--- src/rtl/prog_timer.sv ---
// Programmable down-counting interval timer: prescaled count-down from a latched
// interval, one-shot or auto-reload, with a one-cycle terminal tick and a sticky irq.
module prog_timer #(
    parameter int WIDTH      = 16,
    parameter int PRESCALE_W = 8
) (
    input  logic                  clk,
    input  logic                  reset_n,
    input  logic [WIDTH-1:0]      load_val,
    input  logic [PRESCALE_W-1:0] prescale,
    input  logic                  mode,
    input  logic                  start,
    input  logic                  stop,
    input  logic                  irq_clr,
    output logic [WIDTH-1:0]      count,
    output logic                  running,
    output logic                  tick,
    output logic                  irq
);

    typedef enum logic {IDLE = 1'b0, RUN = 1'b1} state_t;

    localparam logic [WIDTH-1:0]      CNT_ONE = WIDTH'(1);
    localparam logic [PRESCALE_W-1:0] PRE_ONE = PRESCALE_W'(1);

    state_t                state_q, state_d;
    logic [WIDTH-1:0]      count_q, count_d;
    logic [PRESCALE_W-1:0] pre_q, pre_d;
    logic [WIDTH-1:0]      l_q, l_d;
    logic [PRESCALE_W-1:0] p_q, p_d;
    logic                  mode_q, mode_d;
    logic                  tick_q, tick_d;
    logic                  irq_q, irq_d;
    logic                  terminal;

    always_ff @(posedge clk or negedge reset_n) begin
        if (!reset_n) begin
            state_q <= IDLE;
            count_q <= '0;
            pre_q   <= '0;
            l_q     <= '0;
            p_q     <= '0;
            mode_q  <= 1'b0;
            tick_q  <= 1'b0;
            irq_q   <= 1'b0;
        end else begin
            state_q <= state_d;
            count_q <= count_d;
            pre_q   <= pre_d;
            l_q     <= l_d;
            p_q     <= p_d;
            mode_q  <= mode_d;
            tick_q  <= tick_d;
            irq_q   <= irq_d;
        end
    end

    always_comb begin
        state_d  = state_q;
        count_d  = count_q;
        pre_d    = pre_q;
        l_d      = l_q;
        p_d      = p_q;
        mode_d   = mode_q;
        terminal = 1'b0;

        // stop wins over start; a (re)start discards whatever event this edge held
        if (stop) begin
            state_d = IDLE;
        end else if (start) begin
            state_d = RUN;
            count_d = load_val;
            pre_d   = '0;
            l_d     = load_val;
            p_d     = prescale;
            mode_d  = mode;
        end else if (state_q == RUN) begin
            if (pre_q == p_q) begin
                pre_d = '0;
                if (count_q != '0) begin
                    count_d = count_q - CNT_ONE;
                end else begin
                    terminal = 1'b1;
                    if (mode_q) begin
                        count_d = l_q;
                    end else begin
                        state_d = IDLE;
                    end
                end
            end else begin
                pre_d = pre_q + PRE_ONE;
            end
        end

        tick_d = terminal;

        // a terminal event must never be lost to a simultaneous clear
        if (terminal) begin
            irq_d = 1'b1;
        end else if (irq_clr) begin
            irq_d = 1'b0;
        end else begin
            irq_d = irq_q;
        end
    end

    assign count   = count_q;
    assign running = (state_q == RUN);
    assign tick    = tick_q;
    assign irq     = irq_q;

endmodule
--- config.mk ---
export PLATFORM = sky130hd
export DESIGN_NAME = prog_timer
export DESIGN_NICKNAME = d
export VERILOG_FILES = /design/src/rtl/prog_timer.sv
export SDC_FILE = /design/constraint.sdc
export NUM_CORES = 1
export LEC_CHECK = 0
export CORE_MARGIN = 10
export CORE_UTILIZATION = 48
export DETAILED_ROUTE_END_ITERATION = 10
export HOLD_SLACK_MARGIN = 0.03
export PLACE_DENSITY = 0.81
export RECOVER_POWER = 50
export SKIP_CTS_REPAIR_TIMING = 1
export SLEW_MARGIN = 30
export SYNTH_ARGS = -nofsm -noshare
export SYNTH_HDL_FRONTEND = slang
export SYNTH_SLANG_ARGS = --single-unit
--- constraint.sdc ---
create_clock -name clk -period 2.43 [get_ports clk]
set_clock_uncertainty 0.2 [all_clocks]
set_input_delay 0.486 -clock clk [delete_from_list [all_inputs] [get_ports clk]]
set_output_delay 0.486 -clock clk [all_outputs]
set_load 0.1 [all_outputs]
After elaboration in Yosys (flattened, before gate mapping)
Cells that the tools add are included.

cells by class
  add/subtract/negate cells = 2
  equality and inequality tests = 1
  multiplexer cells = 21
  bitwise gates (word level) = 1
  reductions and logical operators = 8

operators with widths
  kind                                                count
  2-to-1 mux 16 bit                                   5
  2-to-1 mux 8 bit                                    3
  nonzero test 16 bit                                 1
  subtractor 16 x 1 -> 16 bit, second input constant  1
  2-to-1 mux 1 bit                                    13
  adder 8 x 1 -> 8 bit, second input constant         1
  == test 8 bit                                       1
  nonzero test 2 bit                                  3
  AND reduction 2 bit                                 2
  AND reduction 4 bit                                 1
  nonzero test 3 bit                                  1
  inverter 1 bit                                      1

storage, ports and cells
  flip-flop bits (word level) = 52
  output and inout bits = 19
  logic and storage cells = 41

Depth between registers and ports, before layout
Gate-level depths: netlist (run 1).

  depth after elaboration = 7
  depth in mapped cells = 10
  depth with buffers taken out = 7

Least setup slack after synthesis (run 1)
Ideal clock, no wire load.

  kind = flip-flop to flip-flop
  start point = register count_q[0] (netlist: count[0])
  end point = register count_q[4] (netlist: count[4])
  data arrival time = 2.636 ns
  required time = 2.103 ns
  slack = -0.533 ns
  stages on the path, launching flop included = 10
  clock period less this slack = 2.963 ns
  cells stage by stage = dfrtp_1 > inv_1 > ha_1 > nand2b_1 > clkbuf_1 > nor2_1 > a31oi_4 > and2_4 > buf_6 > mux2_4

on the way
  longest elaborated chain between the ends = 5
  elaborated cells on any way between the ends = 8

ends and longest elaborated chain
  what                                                                       line    text
  start, declared                                                            27      logic [WIDTH-1:0] count_q, count_d;
  start signal, assigned                                                     48      count_q <= count_d;
  subtractor 16 x 1 -> 16 bit / nonzero test 16 bit (equally long branches)  81, 80
  2-to-1 mux 16 bit                                                          80      if (count_q != '0) begin
  2-to-1 mux 16 bit                                                          78      if (pre_q == p_q) begin
  2-to-1 mux 16 bit                                                          77      end else if (state_q == RUN) begin
  2-to-1 mux 16 bit                                                          70      end else if (start) begin

Several ways; a longest one is shown, not always the timed one. The select of a mux whose other input is x is not followed.
A chain may end at the register's enable or synchronous reset.

Worst setup path after layout (run 1)
  start point = register count_q[10] (netlist: count[10])
  end point = register count_q[14] (netlist: count[14])

Same word-level chain as after synthesis.

==> impl_metrics.toml, run 1 <==
[sta]
fin_ws_ns = 0.116
max_freq_mhz = 432
relSlewSlack = 0.532
min_period_over_period = 0.952
final_hold_viol_count = 0
tightest_slew_ns = 0.703
period_needed_ns = 2.31
setup_violations = 0
holdWs_ns = 0.290
slew_violations = 0
rsz0062_at_grt = "no"

[floorplanning]
core_um2 = 5890
initial_core_util = 0.493
die_w_um = 97.8
io_pins = 49
die_area_um2 = 9560
rows = 28
die_height_um = 97.8

[yosys]
synth_top_area_frac = 0.448
synth.largest_area_cell = "dfrtp_1"
yosys-top-cells-area = "dfrtp_1 (45%), mux2_1 (7.8%), xnor2_1 (4.5%), nand2_1 (3.0%), xor2_1 (2.4%)"
synth_edf_count = 0
netlist_instances = 276
async_flop_share = 1.00
synth_cell_type_count = 54
synth_seq_cells = 52
synth_area_um2 = 2900
ys_warn_count = 0
synthFlopType = "dfrtp_1"
synth-seq-area-share = 0.448
avgSynthCellArea_um2 = 10.5
syn_nets = 309

[grt]
grt_pass1_wl_um = 12900
grt_overflow = 0
grt_pass1_vias = 2516
antenna_found_initial = 0
grt_max_degree = 29
track_usage = 0.160

[clocking]
cts_tree = "done"
cts.sinks = 52
cts_htree_levels = 2
cts_buffers = 5
clock_latency_ns = 0.31
clkSlewWorstSetupHoldPaths_ns = 0.09
clockBufferDepth = 2
cts_root_buf = "clkbuf_8"

[detailed_routing]
ant_nets = 0
routed_wl_um = 7700
post_drt_wl_per_cell_um = 18.5
drtPass1Iterations = 4
drtIter0Drc = 182
vias = 2441
avgViaCountPerCell = 5.87
drc = 0

[setup_path]
cp_max_fo = 9
required_ns = 2.42
r2r_end = "count[14]"
crit_path_start_kind = "flop"
end_kind = "flop"
crit_arrival_ns = 2.31
r2r-start = "count[10]"
worstSetupPathType = "reg -> reg"
reg2reg_slack_ns = 0.12
reg2reg_depth = 6

[place]
numPortBuffers = 48
post-dp-hpwl_um = 5690
place_ws_ns = -0.0374
gp_congestion = 0.899

[cells_and_area]
area_delta_synth_final_pct = 27.6
drive_above_1_share = 0.276
final_util = 0.629
diodes = 0
nNetsFinal = 373

[power_and_ir_drop]
seq_power_share = 0.388
power_per_cell_area_nw_per_um2 = 845
swShare = 0.436
p_total_mw = 3.13
ir_drop_uv = 759
p_clk_frac = 0.201
p_leak_nw = 1.53
p_int_mw = 1.77
combPwrFrac = 0.411
p_sw_mw = 1.36

[run_status]
status = "completed"

[worst_hold_path]
whs_endpoint = "l_q[5]"
hp-class = "reg -> reg"
hold_depth = 1
hold_start = "l_q[5]"

[run]
drv_cap = 0
## state kept, by name, summed over array words and instances (netlist names)
name and count:
count 16, l_q 16, p_q 8, pre_q 8, irq 1, mode_q 1
running 1, tick 1
## through the flow
step	setup TNS (ns)	cells	cell area (um2)
5_1_grt	0	416	3700
3_3_place_gp	0	405	3580
4_1_cts	-0.200	413	3700
2_1_floorplan	0	276	2970
3_5_place_dp	-0.0374	405	3580
6_report	0	416	3700
## power by group through the flow
| stage | Clock [mW] | Combinational [mW] | Sequential [mW] |
|---|---|---|---|
| floorplan | 0 | 0.426 | 1.71 |
| global placement | 0 | 1.27 | 1.22 |
| detailed placement | 0 | 1.29 | 1.22 |
| CTS | 0.643 | 1.30 | 1.21 |
| global route | 0.678 | 1.36 | 1.24 |
| finish | 0.630 | 1.29 | 1.21 |
## synth_stat cells (all sizes together), types with 2 or more instances
master	number
nand2b	4
o31ai	3
a211o	2
a32o	2
nor4	7
xor2	8
nand4	9
xnor2	15
nand3	4
nand2	23
a21o	4
nor2	17
nor3	10
buf	5
mux2	28
clkbuf	9
dfrtp	52
o211ai	4
or3	5
ha	3
a31oi	10
o21ai	9
a21oi	11
mux2i	5
inv	6
nand3b	3
## worst max-delay path: stages, from the launching register on
cell and delay, ns:
dfrtp_2 0.46, nor4_4 0.48, and4_4 0.37, a31oi_4 0.09
and2_4 0.23, buf_4 0.17, a22o_1 0.20
## metal layers
metal | track usage | up-vias | wire length (um)
met5 | 0 | - | 0
met4 | 0.0727 | 0 | 230
met3 | 0.0345 | 22 | 426
met2 | 0.258 | 89 | 3750
met1 | 0.200 | 1196 | 3300
li1 | - | 1134 | -
## placed cells by master (no fill, tap or decap), types with 5 or more instances in the layout
cell type / n
mux2_1: 20
o21ai_0: 6
nand4_1: 8
a21oi_1: 11
buf_4: 31
nor3_1: 7
nor4_1: 5
mux2i_1: 5
xor2_1: 8
clkbuf_2: 10
xnor2_1: 15
nor2_1: 15
nand2_1: 23
clkbuf_8: 6
dfrtp_1: 37
dfrtp_2: 13
mux2_2: 5
clkdlybuf4s50_1: 28
a31oi_1: 9
## how the worst max path moves through the flow
stage | start | endpoint | slack, ns | depth (start not counted)
detailed placement | count[0] | irq | -0.04 | 8
global placement | count[0] | irq | 0.04 | 8
finish | count[10] | count[14] | 0.12 | 6
CTS | count[0] | irq | -0.11 | 8
floorplan | count[0] | count[2] | 0.01 | 9
global route | count[10] | count[10] | 0.02 | 5
## cell type report
class / count / area, um2
fillers: 469 / 2180
flip-flops and latches: 52 / 1330
clock inverters: 2 / 38.8
well taps: 75 / 93.8
multi-input cells: 204 / 1560
repair buffers: 71 / 578
clock buffers: 6 / 82.6
inverters: 6 / 27.5
## cells by family (layout without fill, tap and decap cells)
| logic type | count (synthesis) | count (layout) | share of synthesized area |
|---|---|---|---|
| buffers and inverters | 20 | 85 | 0.0323 |
| adder cells (fa/ha/maj) | 3 | 3 | 0.0129 |
| AO/OA/AOI/OAI | 56 | 56 | 0.136 |
| multiplexers | 33 | 33 | 0.130 |
| AND/OR/NAND/NOR | 89 | 89 | 0.172 |
| flip-flops | 52 | 52 | 0.448 |
| XOR/XNOR | 23 | 23 | 0.0694 |
Note: power is estimated with default switching activity, not from simulation.
==> run 2, diff against run 1 <==
CTS_CLUSTER_DIAMETER = 100   (was not set)
==> results of run 2 <==
No change in the layout: final DEF, timing and power equal those of run 1.
